--- src/rtl/if_fetch_stage.sv ---
// if_fetch_stage: instruction fetch over a split addr/data bus, in-order output buffer to ID.
// Optional IF_ADEF_CHECK_EN: misaligned PCs become ADEF pseudo-entries (adds id_adef_o).
module if_fetch_stage #(
  parameter int DEPTH = 2,
  parameter int PTR_W = 1
) (
  input  logic        clk_i,
  input  logic        rst_i,
  input  logic [31:0] if_pc_i,
  input  logic        ctl_if_valid_i,
  output logic        ctl_if_allow_nxt_pc_o,
  output logic        inst_req_o,
  output logic [31:0] inst_addr_o,
  input  logic        inst_addr_ok_i,
  input  logic        inst_data_ok_i,
  input  logic [31:0] inst_rdata_i,
  input  logic        flush_i,
  input  logic        id_allow_in_i,
  output logic        id_valid_o,
  output logic [31:0] id_pc_o,
  output logic [31:0] id_inst_o
`ifdef IF_ADEF_CHECK_EN
  ,
  output logic        id_adef_o
`endif
);

  localparam int CNT_W = PTR_W + 1;

  logic [CNT_W-1:0] out_q, out_d;
  logic [CNT_W-1:0] cnl_q, cnl_d;
  logic [CNT_W-1:0] ob_cnt_q, ob_cnt_d;
  logic [PTR_W-1:0] pw_q, pr_q;
  logic [PTR_W-1:0] ow_q, ord_q;

  logic [31:0] pend_pc [DEPTH];
  logic [31:0] ob_pc   [DEPTH];
  logic [31:0] ob_inst [DEPTH];
`ifdef IF_ADEF_CHECK_EN
  logic        ob_adef [DEPTH];
`endif

  logic [CNT_W:0] occ;
  logic room, misal, fetch_ok, req, acc;
  logic adef_push, rsp_keep, rsp_drop;
  logic push, pop;
  logic [31:0] push_pc, push_inst;

  assign occ = {1'b0, out_q} + {1'b0, cnl_q}
             + {1'b0, ob_cnt_q};
  assign room = occ < (CNT_W+1)'(DEPTH);

  assign fetch_ok = ~rst_i & ctl_if_valid_i
                  & ~flush_i & room;

`ifdef IF_ADEF_CHECK_EN
  assign misal = |if_pc_i[1:0];
  // ADEF entry waits until nothing is in flight, keeping program order
  assign adef_push = fetch_ok & misal
                   & (out_q == '0);
`else
  assign misal = 1'b0;
  assign adef_push = 1'b0;
`endif

  assign req = fetch_ok & ~misal;
  assign acc = req & inst_addr_ok_i;

  assign rsp_keep = inst_data_ok_i & (cnl_q == '0);
  assign rsp_drop = inst_data_ok_i & (cnl_q != '0);

  assign push = rsp_keep | adef_push;
  assign pop  = id_valid_o & id_allow_in_i;

  assign push_pc   = rsp_keep ? pend_pc[pr_q] : if_pc_i;
  assign push_inst = rsp_keep ? inst_rdata_i : '0;

  assign inst_req_o  = req;
  assign inst_addr_o = if_pc_i;
  assign ctl_if_allow_nxt_pc_o = acc | adef_push;

  assign id_valid_o = ob_cnt_q != '0;
  assign id_pc_o    = id_valid_o ? ob_pc[ord_q] : '0;
  assign id_inst_o  = id_valid_o ? ob_inst[ord_q] : '0;
`ifdef IF_ADEF_CHECK_EN
  assign id_adef_o  = id_valid_o & ob_adef[ord_q];
`endif

  // Counter next state: flush moves in-flight requests into the cancel count
  always_comb begin
    out_d    = out_q;
    cnl_d    = cnl_q;
    ob_cnt_d = ob_cnt_q;
    if (flush_i) begin
      out_d    = '0;
      cnl_d    = cnl_q + out_q
               - CNT_W'(inst_data_ok_i);
      ob_cnt_d = '0;
    end else begin
      out_d    = out_q + CNT_W'(acc)
               - CNT_W'(rsp_keep);
      cnl_d    = cnl_q - CNT_W'(rsp_drop);
      ob_cnt_d = ob_cnt_q + CNT_W'(push)
               - CNT_W'(pop);
    end
  end

  // Counters and FIFO pointers
  always_ff @(posedge clk_i or posedge rst_i) begin
    if (rst_i) begin
      out_q    <= '0;
      cnl_q    <= '0;
      ob_cnt_q <= '0;
      pw_q     <= '0;
      pr_q     <= '0;
      ow_q     <= '0;
      ord_q    <= '0;
    end else begin
      out_q    <= out_d;
      cnl_q    <= cnl_d;
      ob_cnt_q <= ob_cnt_d;
      if (flush_i) begin
        pw_q  <= '0;
        pr_q  <= '0;
        ow_q  <= '0;
        ord_q <= '0;
      end else begin
        if (acc)      pw_q  <= pw_q + PTR_W'(1);
        if (rsp_keep) pr_q  <= pr_q + PTR_W'(1);
        if (push)     ow_q  <= ow_q + PTR_W'(1);
        if (pop)      ord_q <= ord_q + PTR_W'(1);
      end
    end
  end

  // FIFO storage; contents are only meaningful behind the counters
  always_ff @(posedge clk_i) begin
    if (acc) pend_pc[pw_q] <= if_pc_i;
    if (push) begin
      ob_pc[ow_q]   <= push_pc;
      ob_inst[ow_q] <= push_inst;
`ifdef IF_ADEF_CHECK_EN
      ob_adef[ow_q] <= ~rsp_keep;
`endif
    end
  end

endmodule

--- config.mk ---
export PLATFORM = sky130hd
export DESIGN_NAME = if_fetch_stage
export DESIGN_NICKNAME = d
export VERILOG_FILES = /design/src/rtl/if_fetch_stage.sv
export SDC_FILE = /design/constraint.sdc
export NUM_CORES = 1
export LEC_CHECK = 0
export BUFFER_PORTS_ARGS = -buffer_cell sky130_fd_sc_hd__buf_2
export CAP_MARGIN = 30
export CELL_PAD_IN_SITES_DETAIL_PLACEMENT = 1
export CELL_PAD_IN_SITES_GLOBAL_PLACEMENT = 2
export CORE_MARGIN = 2
export CORE_UTILIZATION = 40
export CTS_BUF_LIST = sky130_fd_sc_hd__clkbuf_4
export CTS_CLUSTER_DIAMETER = 120
export CTS_CLUSTER_SIZE = 16
export DETAILED_ROUTE_END_ITERATION = 16
export GPL_ROUTABILITY_DRIVEN = 0
export GPL_TIMING_DRIVEN = 0
export PLACE_DENSITY = 0.91
export SYNTH_ARGS = -nofsm -noshare
export SYNTH_HDL_FRONTEND = slang
export SYNTH_SLANG_ARGS = --single-unit
--- constraint.sdc ---
create_clock -name clk_i -period 12.01 [get_ports clk_i]
set_input_delay 1.8015 -clock clk_i [delete_from_list [all_inputs] [get_ports clk_i]]
set_output_delay 1.8015 -clock clk_i [all_outputs]
set_load 0.01 [all_outputs]
Yosys cells after proc, flatten, opt, wreduce, memory -nomap -nowiden. Memory sizes are Yosys's and may differ from the RTL's. Cells that the tools add are included.

Bitwise gates (word level): 9. Muxes and demuxes: 19. Add/subtract/negate cells: 13. Reductions and logical operators: 6. Order comparisons: 1.

Operators with widths (count): $mux W32 (4); $mux W1 (12); $reduce_bool A2 Y1 (5); $sub A2 B1 Y2 (4); $and A1 B1 Y1 (7); $mux W2 (3); $add A1 B1 Y1 const B (4); $add A2 B1 Y2 (2); $add A2 B2 Y3 (1); $add A3 B2 Y3 (1); $lt A3 B2 Y1 const B (1); $add A2 B2 Y2 (1); $logic_not A2 Y1 (1); $not A1 Y1 (2).

Output and inout bits: 99. Flip-flop bits (word level): 10. Bits of input ports: 71. Memories kept: 3. Logic and storage cells: 58. Memory bits (writable): 192.

Memories: ob_inst (words 2, bits a word 32, read ports 1, clocked after Yosys merged registers in 0, write ports 1, line 38) `logic [31:0] ob_inst [DEPTH];`; ob_pc (words 2, bits a word 32, read ports 1, clocked after Yosys merged registers in 0, write ports 1, line 37) `logic [31:0] ob_pc [DEPTH];`; pend_pc (words 2, bits a word 32, read ports 1, clocked after Yosys merged registers in 0, write ports 1, line 36) `logic [31:0] pend_pc [DEPTH];`.

Longest topological paths before layout.
Word-level depth: 8. Mapped depth: 10. Gate-level depth less buffers: 10.

Least setup slack after synthesis. No wires, ideal clock.

Path kind: input to register. Start: input port inst_data_ok_i. End: memory ob_inst[0][0], enable pin. Slack: 6.953 ns. Cell stages on the path: 2. Buffers on the path: 0. Arrival time: 4.571 ns. Required time: 11.524 ns. Setup time: 0.486 ns. Cells stage by stage: nand2_1 > nor2_1.

Cells in the longest elaborated chain, start to end: 3.

Ends and longest elaborated chain: start: declaration (line 15) `input logic inst_data_ok_i,`; $and A1 B1 Y1 (line 69) `assign rsp_keep = inst_data_ok_i & (cnl_q == '0);`; $mux W1 (line 139) `if (push) begin`; $mux W1 (not written as such) (line 141) `ob_inst[ow_q] <= push_inst;`; end: declaration (line 38).

Every way passes these cells.

Worst setup path after layout.
Start: input port flush_i. End: output port ctl_if_allow_nxt_pc_o.

Cells in the longest elaborated chain, start to end: 4.

Ends and longest elaborated chain: start: declaration (line 17) `input logic flush_i,`; $not A1 Y1 (line 54) `& ~flush_i & room;`; $and A1 B1 Y1 (2 in a row) (line 54); $and A1 B1 Y1 (line 67) `assign acc = req & inst_addr_ok_i;`; end: declaration (line 11) `output logic ctl_if_allow_nxt_pc_o,`.

Every way passes these cells.

==> out/metrics.yaml <==
cts:
  clk_latency_ns: 0.62
  clk_pin_slew_worst_paths_ns: 0.16
  clk_path_buf_depth: 3
  cts_hold_buf: 0
  cts-htree-levels: 1
  tritoncts: "yes"
  root_buffer: "clkbuf_4"
  cts_resized: 0
  clock_sinks: 202
  post-cts-setup-buffers: 0
  cts_made_buffers: 16
timing:
  fin_crit_sh_pct: 39.7
  final.setup.tns_ns: 0
  setup_viol: 0
  grt_setup_unrepaired: "false"
  relSlewSlack_pct: 42.6
  finalHoldViolCount: 0
  maxSlewViolCount: 0
  fin_crit_ns: 4.77
  finalClockSkew_ns: 0.0316
  worst_pin_slew_ns: 0.862
  worst_hold_slack_ns: 0.608
  timing.fmax_mhz: 210
grt:
  grt.overflow.total: 0
  grt_max_degree: 42
  antenna_found_initial: 1
  grt_pass1_wl_um: 28500
  grt_pass1_vias: 5256
  grtUsageTotal_pct: 16.5
synth:
  synth_area_sq_um: 8530
  synth-compound-area-share_pct: 2.23
  seq_area_frac_synth_pct: 70.6
  synth_top_family_by_area: "multiplexers"
  synthMuxAreaShare_pct: 11.3
  syn_nets: 664
  synth.top_cells.by_area: "edfxtp_1, mux2i_1, nor2_1"
  synthXorXnorAreaFrac_pct: 1.13
  ys_warn_count: 0
  synth_adder_area_share_pct: 1.70
  yosys.area_share.simple_pct: 8.09
  netlist.area_leader.share_pct: 67.6
  synthDistinctLibCells: 28
  ys_ff_latch: 202
  netlist_instances: 582
  synth_area_leader_cell: "edfxtp_1"
  synth.avg_cell_area_sq_um: 14.6
worst_setup_path:
  slowest_delay_ns: 0.57
  rr_worst_depth: 7
  cp.required_ns: 10.21
  critPathArrivalTime_ns: 2.96
  r2r_setup_slack_ns: 8.69
  critPathMaxFanout: 9
  cp_cell_sequence: "buf_6 -> or4b_4 -> nor3_2 -> buf_2"
  critical_path_class: "in2out"
  start_kind: "input port"
  slowest_stage: "or4b_4"
  critPathTopFamily: "simple AND/OR/NAND/NOR gates"
  r2r_end: "pend_pc[1][6]"
  path_buf_inv: 2
  reg2reg_from: "cnl_q[1]"
  end_kind: "primary output"
final_layout:
  final_common_cell: "edfxtp_1"
  finish.utilization_pct: 47.6
  syn_to_final_growth_pct: 17.1
  fill_cells: 2215
  nNetsFinal: 855
  final_cell_mix: "edfxtp_1, buf_2, nor2_1"
  finalInstanceArea_sq_um: 9980
  drive_gt1_share_pct: 32.0
die:
  std_cell_rows: 53
  start_util_pct: 40.7
  coreArea_sq_um: 21000
  die_area_sq_um: 22500
  ios: 170
  fp.dieH_um: 150
  die_x_um: 150
min_path:
  hp-class: "reg2reg"
  holdPathStages: 2
  holdCritStartpoint: "pw_q"
  hold_end: "pw_q"
placement:
  numPortBuffers: 168
  dpl_cell_area_sq_um: 9810
  dp_hpwl_um: 13000
detailed_routing:
  wl_per_cell_um: 17.6
  ant_nets: 0
  vias: 5025
  drt-initial-drc-count: 187
  route.detailed.drc: 0
  dr.pass1.iters: 4
  vias_per_cell: 4.77
  drt_wl_total_um: 18600
power_and_ir_drop:
  p_per_area_nw_per_um2: 181
  vdd_drop_max_mv: 0.0660
  leakage_nw: 3.85
  total_power_mw: 1.81
run:
  drv_cap: 0
run_status:
  outcome: "finished clean"
## synthesized netlist by cell type
master / n
buf_4: 32
buf_6: 1
inv_2: 2
nor2_1: 106
dfrtp_1: 10
inv_1: 12
a21oi_1: 33
and2b_1: 1
xnor2_1: 8
nor4_4: 1
ha_1: 10
nor2b_1: 1
edfxtp_1: 192
a21o_1: 1
and2b_2: 1
clkbuf_1: 15
clkinv_1: 1
or4b_4: 1
and2_1: 34
xor2_1: 3
buf_2: 12
mux2i_1: 96
nand2_1: 3
o21ai_1: 2
nor3_2: 1
buf_1: 1
o21bai_1: 1
fa_1: 1
## power breakdown
part	internal, mW	total [mW]	switching [mW]
Combinational	0.237	0.619	0.382
Clock	0.0815	0.287	0.206
Sequential	0.875	0.899	0.0242
Total	1.19	1.81	0.612
## state kept, by name, indices dropped and copies added, names as in the netlist, 2 cells and up
| signal | cells |
|---|---|
| cnl_q | 2 |
| ob_cnt_q | 2 |
| ob_pc | 64 |
| ob_inst | 64 |
| pend_pc | 64 |
| out_q | 2 |
## layer usage
layer  global-route usage, %  share of wire (%)
met5                       0                  0
met4                    3.30               0.92
met3                    2.90                5.4
met2                    29.8                 52
met1                    20.8                 42
## cell type report
| class | instances | area [sq um] | share of cell area, % |
|---|---|---|---|
| Sequential cell | 202 | 6020 | 60.3 |
| Multi-Input combinational cell | 304 | 2090 | 21.0 |
| Timing Repair Buffer | 173 | 931 | 9.33 |
| Buffer | 61 | 372 | 3.72 |
| Tap cell | 275 | 344 | 3.45 |
| Clock buffer | 21 | 158 | 1.58 |
| Inverter | 15 | 56.3 | 0.564 |
| Clock inverter | 1 | 8.76 | 0.0878 |
| Antenna cell | 1 | 2.50 | 0.0251 |
## worst max-delay path by stage
stage	startpoint	to	slack, ns	depth (start not counted)
finish	flush_i	ctl_if_allow_nxt_pc_o	7.24	4
CTS	cnl_q[1]	ctl_if_allow_nxt_pc_o	7.17	7
detailed placement	flush_i	ctl_if_allow_nxt_pc_o	7.24	4
global placement	inst_data_ok_i	ob_pc[0][16]	5.01	3
global route	cnl_q[1]	ctl_if_allow_nxt_pc_o	7.08	7
floorplan	inst_data_ok_i	ob_inst[0][0]	6.95	2
## through the flow
stage	setup slack [ns]	cells
after floorplan	6.95	582
after detailed placement	7.24	1030
after global routing	7.08	1053
final	7.24	1053
after global placement	5.01	1025
after CTS	7.17	1052
## cells by family after synthesis
kind of cell | count (synthesis)
buf+inv | 76
xor+xnor | 11
fa+ha+maj | 11
mux | 96
flops | 202
compound gates | 37
simple gates | 149
## worst reg2reg max path, delay by kind of cell (launching register included)
kind / cells / cell delay [ns]
buf+inv: 2 / 0.13
simple gates: 3 / 1.57
flops: 1 / 0.45
fa+ha+maj: 2 / 0.78
(Power assumes the default switching activity.)
